`src/rtl/tow_press_gen.sv`:
```
// Tug-of-war press generator: synchronizes raw player keys and an optional LFSR
// computer opponent into clean single-cycle L/R press pulses for the light chain.
module tow_press_gen #(
  parameter int SYNC_STAGES = 2,
  parameter int CPU_DIV     = 1
) (
  input  logic       Clock,
  input  logic       Reset,
  input  logic       key_l_n,
  input  logic       key_r_n,
  input  logic       cpu_en,
  input  logic [9:0] cpu_level,
  input  logic       freeze,
  output logic       L,
  output logic       R
);

  localparam int DIV_W = (CPU_DIV > 1) ? $clog2(CPU_DIV) : 1;

  logic [SYNC_STAGES-1:0] sync_l;
  logic [SYNC_STAGES-1:0] sync_r;
  logic [SYNC_STAGES-1:0] sync_en;
  logic                   key_l_q;
  logic                   key_r_q;
  logic                   prev_l;
  logic                   prev_r;
  logic                   cpu_en_q;
  logic [DIV_W-1:0]       div_q;
  logic [9:0]             lfsr_q;
  logic                   cpu_req;

  logic cpu_en_sync;
  logic src_r;
  logic mode_chg;
  logic pulse_l;
  logic pulse_r;
  logic div_last;

  assign cpu_en_sync = sync_en[SYNC_STAGES-1];
  assign div_last    = (div_q == DIV_W'(CPU_DIV - 1));

  // cpu_req is already a registered, clock-domain signal, so it bypasses the key pipeline
  assign src_r    = cpu_en_sync ? cpu_req : key_r_q;
  assign mode_chg = cpu_en_sync ^ cpu_en_q;
  assign pulse_l  = key_l_q & ~prev_l;
  assign pulse_r  = src_r & ~prev_r & ~mode_chg;

  always_ff @(posedge Clock) begin
    if (Reset) begin
      sync_l   <= '0;
      sync_r   <= '0;
      sync_en  <= '0;
      key_l_q  <= 1'b0;
      key_r_q  <= 1'b0;
      prev_l   <= 1'b0;
      prev_r   <= 1'b0;
      cpu_en_q <= 1'b0;
      L        <= 1'b0;
      R        <= 1'b0;
    end else begin
      sync_l   <= {sync_l[SYNC_STAGES-2:0], ~key_l_n};
      sync_r   <= {sync_r[SYNC_STAGES-2:0], ~key_r_n};
      sync_en  <= {sync_en[SYNC_STAGES-2:0], cpu_en};
      key_l_q  <= sync_l[SYNC_STAGES-1];
      key_r_q  <= sync_r[SYNC_STAGES-1];
      prev_l   <= key_l_q;
      prev_r   <= src_r;
      cpu_en_q <= cpu_en_sync;
      // history keeps tracking during freeze so a held key never fires on release
      L        <= pulse_l & ~freeze;
      R        <= pulse_r & ~freeze;
    end
  end

  always_ff @(posedge Clock) begin
    if (Reset) begin
      div_q   <= '0;
      lfsr_q  <= 10'h001;
      cpu_req <= 1'b0;
    end else begin
      if (div_last) begin
        div_q  <= '0;
        lfsr_q <= {lfsr_q[8:0], lfsr_q[9] ^ lfsr_q[6]};
      end else begin
        div_q  <= div_q + DIV_W'(1);
      end
      cpu_req <= (lfsr_q < cpu_level);
    end
  end

endmodule

```
`config.mk`:
```
export PLATFORM = sky130hd
export DESIGN_NAME = tow_press_gen
export DESIGN_NICKNAME = d
export VERILOG_FILES = /design/src/rtl/tow_press_gen.sv
export SDC_FILE = /design/constraint.sdc
export NUM_CORES = 1
export LEC_CHECK = 0
export ABC_CLOCK_PERIOD_IN_PS = 1050
export CAP_MARGIN = 15
export CORE_MARGIN = 1.5
export CORE_UTILIZATION = 45
export CTS_CLUSTER_SIZE = 12
export DETAILED_ROUTE_END_ITERATION = 8
export GPL_ROUTABILITY_DRIVEN = 0
export PLACE_DENSITY = 0.8
export SYNTH_ARGS = -nofsm -noshare
export SYNTH_HDL_FRONTEND = slang
export SYNTH_SLANG_ARGS = --single-unit
```
`constraint.sdc`:
```
create_clock -name Clock -period 1.05 [get_ports Clock]
set_input_delay 0.1575 -clock Clock [delete_from_list [all_inputs] [get_ports Clock]]
set_output_delay 0.1575 -clock Clock [all_outputs]
set_load 0.005 [all_outputs]
```
# After elaboration in Yosys (flattened, before gate mapping)
# Cells that the tools add are included.
# Widths: inputs -> output; s select.
# totals
regBits	25
in_bits	16
out_inout_bits	2
# op_classes
n_addsub	1
order_cmp	1
muxes	1
n_bitwise	14
n_reduce_logical	1
# op_table
op	count
$lt 10x10->1	1
$not 1->1	7
$and 1x1->1	5
$reduce_or 2->1	1
$xor 1x1->1	2
$add 1x1->1 const B	1
$mux 1	1

# Longest topological paths before layout
# Gate-level depths: netlist of the first run.
# logic_depth
ltp_word	4
mapped_depth	6
mapped_depth_nobuf	6

# Worst setup path after synthesis of the first run
# OpenSTA, ideal clock, no wires.
# synth_path
path_type	flip-flop to flip-flop
startpoint	reg lfsr_q[7]
endpoint	reg cpu_req
arrival_time_ns	0.996
path_slack_ns	-0.024
stages_incl_launch_ff	5
synth_period_minus_slack_ns	1.074
cell_sequence	dfxtp_1 -> ha_1 -> a211oi_1 -> o21ai_0 -> nor3_1
# synth_via
elab_chain_len	1
# synth_lines
item	line	text
start: declaration	29	logic [9:0] lfsr_q;
start signal: assignment	83	lfsr_q <= {lfsr_q[8:0], lfsr_q[9] ^ lfsr_q[6]};
$lt 10x10->1	87	cpu_req <= (lfsr_q < cpu_level);
end signal: assignment	87	
end: declaration	30	logic cpu_req;
# No other way between the ends.
# A chain may end at the register's enable or synchronous reset.

# Final worst setup path of the first run
# Ends and elaborated chain as after synthesis.

==> run_summary.xml, run 1 <==
<?xml version="1.0" encoding="UTF-8"?>
<metrics>
  <group name="run_status">
    <metric name="status" unit="">finished with violations</metric>
    <metric name="violations_in_the_final_reports" unit="">negative setup slack</metric>
  </group>
  <group name="worst_setup_path">
    <metric name="data_required_time_of_the_critical_path" unit="ns">1.29</metric>
    <metric name="cpMaxStageDelayCell" unit="">sky130_fd_sc_hd__dfxtp_2</metric>
    <metric name="critical_path.top_delay_family" unit="">flip-flops</metric>
    <metric name="setup_slack_of_the_worst_register_to_register_path" unit="ns">-0.14</metric>
    <metric name="startpoint_to_endpoint_class_of_the_critical_path" unit="">reg2reg</metric>
    <metric name="crit_fanout" unit="">2</metric>
    <metric name="slowest_delay" unit="ns">0.37</metric>
    <metric name="crit_chain" unit="">ha_4 &gt; a211oi_2 &gt; o21ai_1 &gt; nor3_2</metric>
    <metric name="worst-path-buf-inv" unit="">0</metric>
    <metric name="start_kind" unit="">flop</metric>
    <metric name="worst-endpoint-arrival" unit="ns">1.44</metric>
    <metric name="critical_path.endpoint_type" unit="">flop</metric>
  </group>
  <group name="final_layout">
    <metric name="layout_commonest_cell" unit="">sky130_fd_sc_hd__dfxtp_1</metric>
    <metric name="layout-area-overhead-vs-synth" unit="%">42.4</metric>
    <metric name="final_layout_size_suffix_gt1_share" unit="%">28.9</metric>
    <metric name="most-common-layout-cells" unit="">19 x sky130_fd_sc_hd__dfxtp_1, 14 x sky130_fd_sc_hd__clkdlybuf4s50_1, 12 x sky130_fd_sc_hd__nor2_1</metric>
    <metric name="antenna_cells" unit="">0</metric>
    <metric name="post-route-cell-area" unit="sq um">1450</metric>
    <metric name="layout.filler_cells" unit="">171</metric>
    <metric name="nNetsFinal" unit="">154</metric>
  </group>
  <group name="die">
    <metric name="num_rows" unit="">17</metric>
    <metric name="initial_core_util" unit="%">46.8</metric>
    <metric name="core_area" unit="sq um">2170</metric>
    <metric name="floorplan.die.width" unit="um">50.5</metric>
    <metric name="ios" unit="">18</metric>
    <metric name="fp.dieH" unit="um">50.5</metric>
    <metric name="fp.dieArea" unit="sq um">2550</metric>
  </group>
  <group name="power">
    <metric name="p_seq_share" unit="%">60.9</metric>
    <metric name="p_clk_share" unit="%">26.5</metric>
    <metric name="net-switching-power" unit="uW">385</metric>
    <metric name="power.combinational.fraction" unit="%">12.7</metric>
    <metric name="switching_share" unit="%">23.6</metric>
    <metric name="power_density" unit="nW/um^2">1130</metric>
    <metric name="p_int" unit="mW">1.25</metric>
    <metric name="irDropWorstVdd" unit="V">0.00118</metric>
    <metric name="leakage" unit="nW">0.638</metric>
  </group>
  <group name="yosys">
    <metric name="yosys_warnings" unit="">0</metric>
    <metric name="synth.cell_area" unit="sq um">1020</metric>
    <metric name="postSynthCellCount" unit="">97</metric>
    <metric name="post-synth-top-area-fraction" unit="%">49.3</metric>
    <metric name="synth.largest_area_cell" unit="">sky130_fd_sc_hd__dfxtp_1</metric>
    <metric name="synth.distinct_cells" unit="">21</metric>
    <metric name="synthTopCellsByArea" unit="">sky130_fd_sc_hd__dfxtp_1 49%, sky130_fd_sc_hd__ha_1 11%, sky130_fd_sc_hd__mux2i_1 11%, sky130_fd_sc_hd__nor2_1 4.4%, sky130_fd_sc_hd__nor2b_1 4.3%</metric>
    <metric name="synthesis.nets" unit="">122</metric>
    <metric name="synth.yosys.seq_area_share" unit="%">49.3</metric>
    <metric name="syn-mean-instance-area" unit="sq um">10.5</metric>
    <metric name="seq_cells_post_synth" unit="">25</metric>
  </group>
  <group name="grt">
    <metric name="grt_antenna_before_repair" unit="">0</metric>
    <metric name="globalRouteMet1Util" unit="%">21.1</metric>
    <metric name="grt.busiest_layer" unit="">met2</metric>
    <metric name="groute.layer.met3.usage" unit="%">2.08</metric>
    <metric name="globalRouteTotalUtil" unit="%">18.8</metric>
    <metric name="globalRouteOverflowTotal" unit="">0</metric>
    <metric name="grt_use_met2" unit="%">35.3</metric>
    <metric name="grt_pass1_wl" unit="um">3510</metric>
    <metric name="grt_max_degree" unit="">16</metric>
    <metric name="number_of_global_route_vias_before_repair" unit="">807</metric>
  </group>
  <group name="clock_tree">
    <metric name="tritoncts_clock_tree" unit="">yes</metric>
    <metric name="cts.clk_slew.worst_paths" unit="ns">0.14</metric>
    <metric name="numClockSinks" unit="">25</metric>
    <metric name="cts.htree.levels" unit="">1</metric>
    <metric name="worstSkewPairLatency" unit="ns">0.31</metric>
    <metric name="cts_root_buffer" unit="">sky130_fd_sc_hd__clkbuf_4</metric>
    <metric name="postCtsHoldBufs" unit="">0</metric>
    <metric name="cts_inserted_buffers" unit="">3</metric>
    <metric name="clock_tree.buffer_depth" unit="">2</metric>
  </group>
  <group name="sta">
    <metric name="rsz_0062_raised_after_global_routing" unit="">true</metric>
    <metric name="post-route-period-util" unit="%">114</metric>
    <metric name="tns" unit="ns">-0.143</metric>
    <metric name="maxSlewViolCount" unit="">0</metric>
    <metric name="finalClockSkew" unit="ns">0.00388</metric>
    <metric name="setup_viol" unit="">1</metric>
    <metric name="final.setup.worst_slack" unit="ns">-0.143</metric>
    <metric name="layout_min_cycle_time" unit="ns">1.19</metric>
    <metric name="fmax" unit="GHz">0.838</metric>
    <metric name="timing_hold_violations_final" unit="">0</metric>
    <metric name="fin_hold_ws" unit="ns">0.353</metric>
  </group>
  <group name="routing">
    <metric name="via_count" unit="">732</metric>
    <metric name="firstDrtPassIters" unit="">4</metric>
    <metric name="detail-route-antenna-nets" unit="">0</metric>
    <metric name="drtIter0Drc" unit="">2</metric>
    <metric name="detail_route.vias_per_cell" unit="">4.69</metric>
    <metric name="avgRoutedWirePerCell" unit="um">13.6</metric>
    <metric name="route.detailed.drc" unit="">0</metric>
    <metric name="detail_route.wirelength" unit="um">2130</metric>
  </group>
  <group name="place">
    <metric name="dp.final_hpwl" unit="um">1420</metric>
    <metric name="io_buffer_count" unit="">17</metric>
    <metric name="placed_area" unit="sq um">1330</metric>
  </group>
  <group name="min_path">
    <metric name="holdCritPathClass" unit="">in2reg</metric>
  </group>
  <group name="run">
    <metric name="max_cap_violations" unit="">0</metric>
  </group>
</metrics>
## synthesized netlist by cell type
cell,count
sky130_fd_sc_hd__nor3_1,2
sky130_fd_sc_hd__mux2i_1,11
sky130_fd_sc_hd__a211oi_1,1
sky130_fd_sc_hd__nor4b_4,1
sky130_fd_sc_hd__nor2b_1,7
sky130_fd_sc_hd__a21oi_1,3
sky130_fd_sc_hd__a21o_1,1
sky130_fd_sc_hd__ha_1,9
sky130_fd_sc_hd__nand3_1,1
sky130_fd_sc_hd__nor2_1,12
sky130_fd_sc_hd__inv_1,9
sky130_fd_sc_hd__nor2_2,1
sky130_fd_sc_hd__xor2_1,2
sky130_fd_sc_hd__nor3b_1,1
sky130_fd_sc_hd__o21ai_0,2
sky130_fd_sc_hd__nand2b_1,2
sky130_fd_sc_hd__dfxtp_1,25
sky130_fd_sc_hd__buf_4,3
sky130_fd_sc_hd__nand4_1,2
sky130_fd_sc_hd__conb_1,1
sky130_fd_sc_hd__nor2b_2,1
## metrics by stage
stage                     worst slack, ns  total power [mW]  cells  util, %
after floorplan                   0.00768              1.10     97        -
after global placement             -0.380              1.20    151     61.5
after detailed placement           -0.452              1.20    151     61.5
after CTS                          -0.105              1.63    156     65.4
after global routing               -0.206              1.70    156     66.7
final                              -0.143              1.63    156     66.7
## state kept, by name, summed over array words and instances (netlist names)
register	flops
R	1
prev_l	1
sync_r	2
cpu_en_q	1
div_q	1
sync_en	2
key_r_q	1
sync_l	2
lfsr_q	10
cpu_req	1
L	1
prev_r	1
key_l_q	1
## cells by family (layout without fill, tap and decap cells)
kind of cell	Yosys count	in the layout	share of synthesized area (%)
xor+xnor	2	2	1.72
other cells	1	1	0.369
compound gates	7	7	3.94
fa+ha+maj	9	9	11.1
simple gates	30	30	17.2
mux	11	11	10.8
flops	25	25	49.3
buf+inv	12	43	5.54
## worst paths after layout
check / cells past startpoint / to / start
worst max-delay path: 4 / cpu_req / lfsr_q[7]
worst min-delay path: 2 / sync_l[0] / key_l_n
worst max register to register: 4 / cpu_req / lfsr_q[7]
worst min register to register: 1 / L / prev_l
## routing by layer
layer	routed length, um	share of wire (%)	up-vias
met5	0	0	-
met4	61	2.9	0
met3	67	3.1	6
met2	1160	54	15
met1	844	40	333
li1	-	-	378
## area by class of cell
class | instances | area, sq um | share of cell area [%]
inverter | 9 | 33.8 | 2.34
tap | 28 | 35.0 | 2.42
timing repair buffer | 30 | 287 | 19.8
sequential | 25 | 508 | 35.1
multi-input combinational | 60 | 553 | 38.2
clock buffer | 3 | 22.5 | 1.56
clock inverter | 1 | 7.51 | 0.519
## power groups by stage
stage	clock network, mW	logic (mW)	registers (mW)
CTS	0.441	0.198	0.993
floorplan	0	0.0937	1.01
detailed placement	0	0.190	1.01
global route	0.479	0.227	0.996
global placement	0	0.183	1.01
finish	0.431	0.207	0.993
## repair_timing
| action | CTS | global route |
|---|---|---|
| gates resized for setup | 14 | 6 |
| setup endpoints to repair | 3 | 3 |
| pin swaps | 5 | 4 |
| buffers inserted | 1 | 1 |
(Power assumes the default switching activity.)
==> run 2, diff against run 1 <==
--- a/config.mk
+++ b/config.mk
@@ -7,6 +7,7 @@
 export LEC_CHECK = 0
 export ABC_CLOCK_PERIOD_IN_PS = 1050
 export CAP_MARGIN = 15
+export CORE_ASPECT_RATIO = 0.8
 export CORE_MARGIN = 1.5
 export CORE_UTILIZATION = 45
 export CTS_CLUSTER_SIZE = 12
==> run_summary.xml, run 2 (synthesis results as in run 1) <==
<?xml version="1.0" encoding="UTF-8"?>
<metrics>
  <group name="grt">
    <metric name="number_of_global_route_vias_before_repair" unit="">693</metric>
    <metric name="globalRouteTotalUtil" unit="%">16.3</metric>
    <metric name="grt_pass1_wl" unit="um">3030</metric>
    <metric name="globalRouteOverflowTotal" unit="">0</metric>
    <metric name="grt_max_degree" unit="">15</metric>
    <metric name="grt_antenna_before_repair" unit="">0</metric>
  </group>
  <group name="die">
    <metric name="fp.dieArea" unit="sq um">2550</metric>
    <metric name="initial_core_util" unit="%">47.5</metric>
    <metric name="num_rows" unit="">15</metric>
    <metric name="floorplan.die.width" unit="um">56.1</metric>
    <metric name="fp.dieH" unit="um">45.5</metric>
    <metric name="core_area" unit="sq um">2140</metric>
    <metric name="ios" unit="">18</metric>
  </group>
  <group name="sta">
    <metric name="post-route-period-util" unit="%">113</metric>
    <metric name="setup_viol" unit="">1</metric>
    <metric name="maxSlewViolCount" unit="">0</metric>
    <metric name="finalClockSkew" unit="ns">0.0124</metric>
    <metric name="fmax" unit="GHz">0.842</metric>
    <metric name="fin_hold_ws" unit="ns">0.358</metric>
    <metric name="timing_hold_violations_final" unit="">0</metric>
    <metric name="final.setup.worst_slack" unit="ns">-0.137</metric>
    <metric name="rsz_0062_raised_after_global_routing" unit="">true</metric>
    <metric name="layout_min_cycle_time" unit="ns">1.19</metric>
  </group>
  <group name="routing">
    <metric name="route.detailed.drc" unit="">0</metric>
    <metric name="firstDrtPassIters" unit="">3</metric>
    <metric name="detail_route.vias_per_cell" unit="">4.91</metric>
    <metric name="via_count" unit="">747</metric>
    <metric name="avgRoutedWirePerCell" unit="um">12.8</metric>
    <metric name="detail-route-antenna-nets" unit="">0</metric>
    <metric name="drtIter0Drc" unit="">7</metric>
    <metric name="detail_route.wirelength" unit="um">1940</metric>
  </group>
  <group name="power">
    <metric name="irDropWorstVdd" unit="V">0.00101</metric>
    <metric name="power_density" unit="nW/um^2">1140</metric>
    <metric name="leakage" unit="nW">0.638</metric>
  </group>
  <group name="place">
    <metric name="post-place-ws" unit="ns">-0.448</metric>
    <metric name="io_buffer_count" unit="">17</metric>
    <metric name="placed_area" unit="sq um">1330</metric>
    <metric name="dp.final_hpwl" unit="um">1430</metric>
  </group>
  <group name="final_layout">
    <metric name="most-common-layout-cells" unit="">20 x sky130_fd_sc_hd__dfxtp_1, 15 x sky130_fd_sc_hd__clkdlybuf4s50_1, 12 x sky130_fd_sc_hd__nor2_1</metric>
    <metric name="layout_commonest_cell" unit="">sky130_fd_sc_hd__dfxtp_1</metric>
    <metric name="number_of_flip_flops_under_the_largest_register_name" unit="">10</metric>
    <metric name="final_layout_size_suffix_gt1_share" unit="%">29.1</metric>
    <metric name="registers.top_by_ff_count" unit="">lfsr_q</metric>
    <metric name="antenna_cells" unit="">0</metric>
    <metric name="ff_latch_area" unit="sq um">507</metric>
    <metric name="layout-area-overhead-vs-synth" unit="%">40.3</metric>
    <metric name="nNetsFinal" unit="">153</metric>
    <metric name="multi_input_comb_area" unit="sq um">553</metric>
    <metric name="post-route-cell-area" unit="sq um">1430</metric>
    <metric name="layout.filler_cells" unit="">173</metric>
  </group>
  <group name="worst_setup_path">
    <metric name="data_required_time_of_the_critical_path" unit="ns">1.27</metric>
    <metric name="crit_fanout" unit="">2</metric>
    <metric name="cpMaxStageDelayCell" unit="">sky130_fd_sc_hd__dfxtp_2</metric>
    <metric name="worst-endpoint-arrival" unit="ns">1.40</metric>
    <metric name="critical_path.endpoint_type" unit="">flop</metric>
    <metric name="crit_chain" unit="">ha_4 &gt; nand4_1 &gt; nor3_2 &gt; nor3_2</metric>
    <metric name="crit_path_frequent_cell" unit="">sky130_fd_sc_hd__nor3_2</metric>
    <metric name="startpoint_to_endpoint_class_of_the_critical_path" unit="">reg2reg</metric>
    <metric name="start_kind" unit="">flop</metric>
    <metric name="slowest_delay" unit="ns">0.37</metric>
  </group>
  <group name="clock_tree">
    <metric name="clock_tree.buffer_depth" unit="">2</metric>
    <metric name="cts.clk_slew.worst_paths" unit="ns">0.14</metric>
    <metric name="numClockSinks" unit="">25</metric>
    <metric name="cts.htree.levels" unit="">1</metric>
    <metric name="tritoncts_clock_tree" unit="">yes</metric>
    <metric name="cts_root_buffer" unit="">sky130_fd_sc_hd__clkbuf_4</metric>
    <metric name="worstSkewPairLatency" unit="ns">0.32</metric>
    <metric name="cts_inserted_buffers" unit="">3</metric>
    <metric name="postCtsHoldBufs" unit="">0</metric>
  </group>
  <group name="run_status">
    <metric name="status" unit="">finished with violations</metric>
    <metric name="violations_in_the_final_reports" unit="">negative setup slack</metric>
  </group>
  <group name="run">
    <metric name="max_cap_violations" unit="">0</metric>
  </group>
  <group name="min_path">
    <metric name="holdCritPathClass" unit="">in2reg</metric>
  </group>
</metrics>
run 2: worst max-delay path: cells and delay by family (launching register included):
family                   cells  cell delay, ns
adder cells (fa/ha/maj)      1            0.27
flip-flops                   1            0.37
AND/OR/NAND/NOR              3            0.44
run 2: metrics by stage:
stage	TNS (ns)	power (mW)	util (%)	std cells
floorplan	0	1.10	-	97
global placement	-2.29	1.20	62.2	148
detailed placement	-2.89	1.21	62.2	148
CTS	-0.0884	1.62	63.5	152
global route	-0.169	1.70	66.6	152
finish	-0.137	1.63	66.6	152
run 2: per-layer routing:
metal	vias to the layer above	GRT usage, %	wire length (um)
met5	-	0	0
met1	344	20.2	927
met2	15	26.6	891
met3	6	4.55	73
met4	0	8.57	50
li1	382	-	-
run 2: report_power, final:
part,total [mW],switching [mW],internal (mW)
Combinational,0.209,0.0854,0.124
Sequential,0.992,0.0136,0.979
Clock,0.424,0.281,0.143
run 2: final timing paths:
check                                from        end  slack, ns  depth (start not counted)
worst min register to register     prev_l          L       0.42                          1
worst max-delay path            lfsr_q[8]    cpu_req      -0.14                          4
worst min-delay path              key_r_n  sync_r[0]       0.36                          2
worst max register to register  lfsr_q[8]    cpu_req      -0.14                          4
run 2: area by class of cell:
| cell class | instances | share of cell area [%] |
|---|---|---|
| multi-input combinational | 60 | 38.8 |
| sequential | 25 | 35.6 |
| timing repair buffer | 29 | 19.1 |
| inverter | 9 | 2.37 |
| tap | 25 | 2.19 |
| clock buffer | 3 | 1.58 |
| clock inverter | 1 | 0.351 |
run 2: repair_timing:
item / CTS / global route
setup endpoints to repair: 3 / 2
resized for setup: 4 / 14
pin swaps: 1 / 4
buffers inserted: 0 / 0
==> run 3, diff against run 2 <==
--- a/config.mk
+++ b/config.mk
@@ -7,7 +7,7 @@
 export LEC_CHECK = 0
 export ABC_CLOCK_PERIOD_IN_PS = 1050
 export CAP_MARGIN = 15
-export CORE_ASPECT_RATIO = 0.8
+export CORE_ASPECT_RATIO = 1.25
 export CORE_MARGIN = 1.5
 export CORE_UTILIZATION = 45
 export CTS_CLUSTER_SIZE = 12
==> run_summary.xml, run 3 (synthesis results as in run 1) <==
<?xml version="1.0" encoding="UTF-8"?>
<metrics>
  <group name="die">
    <metric name="fp.dieH" unit="um">56.1</metric>
    <metric name="floorplan.die.width" unit="um">45.5</metric>
    <metric name="ios" unit="">18</metric>
    <metric name="fp.dieArea" unit="sq um">2550</metric>
    <metric name="core_area" unit="sq um">2160</metric>
    <metric name="num_rows" unit="">19</metric>
    <metric name="initial_core_util" unit="%">47.0</metric>
  </group>
  <group name="sta">
    <metric name="rsz_0062_raised_after_global_routing" unit="">true</metric>
    <metric name="maxSlewViolCount" unit="">0</metric>
    <metric name="layout_min_cycle_time" unit="ns">1.12</metric>
    <metric name="setup_viol" unit="">1</metric>
    <metric name="finalClockSkew" unit="ns">0.00468</metric>
    <metric name="timing_hold_violations_final" unit="">0</metric>
    <metric name="fmax" unit="GHz">0.891</metric>
    <metric name="final.setup.worst_slack" unit="ns">-0.0719</metric>
    <metric name="post-route-period-util" unit="%">107</metric>
  </group>
  <group name="final_layout">
    <metric name="final_layout_size_suffix_gt1_share" unit="%">32.8</metric>
    <metric name="most-common-layout-cells" unit="">19 x sky130_fd_sc_hd__dfxtp_1, 14 x sky130_fd_sc_hd__clkdlybuf4s50_1, 12 x sky130_fd_sc_hd__nor2_1, 12 x sky130_fd_sc_hd__buf_4, 11 x sky130_fd_sc_hd__mux2i_1</metric>
    <metric name="number_of_flip_flops_under_the_largest_register_name" unit="">10</metric>
    <metric name="layout-area-overhead-vs-synth" unit="%">42.1</metric>
    <metric name="registers.top_by_ff_count" unit="">lfsr_q</metric>
    <metric name="layout.cells.non_filler" unit="">159</metric>
    <metric name="nNetsFinal" unit="">154</metric>
    <metric name="antenna_cells" unit="">0</metric>
    <metric name="layout_commonest_cell" unit="">sky130_fd_sc_hd__dfxtp_1</metric>
  </group>
  <group name="run_status">
    <metric name="status" unit="">finished with violations</metric>
    <metric name="violations_in_the_final_reports" unit="">negative setup slack</metric>
  </group>
  <group name="worst_setup_path">
    <metric name="slowest_delay" unit="ns">0.36</metric>
    <metric name="critical_path.top_delay_family" unit="">flip-flops</metric>
    <metric name="crit_chain" unit="">ha_4 &gt; a21o_1 &gt; nand3_2 &gt; a21oi_1 &gt; nor3_1</metric>
    <metric name="cpMaxStageDelayCell" unit="">sky130_fd_sc_hd__dfxtp_2</metric>
    <metric name="critical_path.endpoint_type" unit="">flop</metric>
    <metric name="worst-r2r-cell-count" unit="">5</metric>
    <metric name="setup_slack_of_the_worst_register_to_register_path" unit="ns">-0.07</metric>
    <metric name="data_required_time_of_the_critical_path" unit="ns">1.28</metric>
    <metric name="r2r_start" unit="">lfsr_q[3]</metric>
    <metric name="worst-path-buf-inv" unit="">0</metric>
    <metric name="worst-endpoint-arrival" unit="ns">1.36</metric>
    <metric name="startpoint_to_endpoint_class_of_the_critical_path" unit="">reg2reg</metric>
    <metric name="crit_fanout" unit="">2</metric>
    <metric name="start_kind" unit="">flop</metric>
    <metric name="crit-reg2reg-capture" unit="">cpu_req</metric>
  </group>
  <group name="power">
    <metric name="p_int" unit="mW">1.25</metric>
    <metric name="p_clk_share" unit="%">26.3</metric>
    <metric name="leakage" unit="nW">0.642</metric>
    <metric name="switching_share" unit="%">23.5</metric>
    <metric name="fin_total_pwr" unit="mW">1.63</metric>
    <metric name="power.combinational.fraction" unit="%">12.7</metric>
    <metric name="net-switching-power" unit="uW">383</metric>
    <metric name="p_seq_share" unit="%">61.0</metric>
    <metric name="irDropWorstVdd" unit="V">0.00101</metric>
    <metric name="power_density" unit="nW/um^2">1130</metric>
  </group>
  <group name="routing">
    <metric name="route.detailed.drc" unit="">0</metric>
    <metric name="via_count" unit="">740</metric>
    <metric name="detail-route-antenna-nets" unit="">0</metric>
    <metric name="detail_route.wirelength" unit="um">1860</metric>
    <metric name="avgRoutedWirePerCell" unit="um">11.7</metric>
    <metric name="detail_route.vias_per_cell" unit="">4.65</metric>
    <metric name="firstDrtPassIters" unit="">5</metric>
    <metric name="drtIter0Drc" unit="">4</metric>
  </group>
  <group name="grt">
    <metric name="grt_max_degree" unit="">15</metric>
    <metric name="grt_antenna_before_repair" unit="">0</metric>
    <metric name="globalRouteTotalUtil" unit="%">17.7</metric>
    <metric name="grt_pass1_wl" unit="um">3190</metric>
    <metric name="number_of_global_route_vias_before_repair" unit="">812</metric>
    <metric name="globalRouteOverflowTotal" unit="">0</metric>
  </group>
  <group name="clock_tree">
    <metric name="cts.htree.levels" unit="">1</metric>
    <metric name="clock_tree.buffer_depth" unit="">2</metric>
    <metric name="tritoncts_clock_tree" unit="">yes</metric>
    <metric name="numClockSinks" unit="">25</metric>
    <metric name="worstSkewPairLatency" unit="ns">0.32</metric>
    <metric name="cts.clk_slew.worst_paths" unit="ns">0.13</metric>
    <metric name="cts_root_buffer" unit="">sky130_fd_sc_hd__clkbuf_4</metric>
    <metric name="cts_inserted_buffers" unit="">3</metric>
  </group>
  <group name="run">
    <metric name="max_cap_violations" unit="">0</metric>
  </group>
  <group name="place">
    <metric name="dp.final_hpwl" unit="um">1450</metric>
    <metric name="io_buffer_count" unit="">17</metric>
    <metric name="dp_cells" unit="">155</metric>
  </group>
  <group name="min_path">
    <metric name="hold_start" unit="">key_r_n</metric>
    <metric name="worstHoldPathCells" unit="">2</metric>
    <metric name="holdCritPathClass" unit="">in2reg</metric>
    <metric name="worstHoldEndpoint" unit="">sync_r[0]</metric>
  </group>
</metrics>
[run 3: timing repair]
action                                  in CTS  in global routing
gates resized for setup                     12                 12
endpoints found under the setup margin       3                  4
hold buffers                                 0                  0
pin swaps                                    3                  8
buffers inserted                             1                  0
[run 3: power groups by stage]
stage | clock network, mW | registers (mW) | logic [mW]
3_5_place_dp | 0 | 1.01 | 0.186
5_1_grt | 0.469 | 0.997 | 0.230
3_3_place_gp | 0 | 1.01 | 0.180
2_1_floorplan | 0 | 1.01 | 0.0937
4_1_cts | 0.444 | 0.992 | 0.197
6_report | 0.429 | 0.994 | 0.206
[run 3: per-stage QoR]
step	hold slack, ns	setup slack, ns	utilization [%]	area (sq um)	TNS (ns)
3_3_place_gp	0.382	-0.410	61.6	1330	-2.22
2_1_floorplan	0.229	0.00768	-	1050	0
6_report	0.353	-0.0719	66.7	1440	-0.0719
5_1_grt	0.340	-0.101	66.7	1440	-0.101
3_5_place_dp	0.405	-0.443	61.6	1330	-2.50
4_1_cts	0.344	-0.0759	65.5	1420	-0.0759
[run 3: layout make-up]
class | count | area [sq um]
Fill cell | 163 | 719
Multi-Input combinational cell | 60 | 572
Sequential cell | 25 | 508
Timing Repair Buffer | 30 | 264
Tap cell | 31 | 38.8
Inverter | 9 | 33.8
Clock buffer | 3 | 22.5
Clock inverter | 1 | 5.00
[run 3: worst max path at each step]
stage / slack (ns) / cells after the start / end / from
2_1_floorplan: 0.008 / 5 / cpu_req / lfsr_q[3]
3_3_place_gp: -0.41 / 6 / cpu_req / cpu_level[5]
3_5_place_dp: -0.44 / 6 / cpu_req / cpu_level[8]
4_1_cts: -0.08 / 4 / cpu_req / lfsr_q[7]
5_1_grt: -0.10 / 5 / cpu_req / lfsr_q[3]
6_report: -0.07 / 5 / cpu_req / lfsr_q[3]
[run 3: layer usage]
metal / wire, um / global-route usage, % / up-vias
li1: - / - / 379
met3: 49 / 3.90 / 5
met2: 1020 / 31.0 / 15
met4: 56 / 12.2 / 0
met5: 0 / 0 / -
met1: 725 / 17.0 / 341
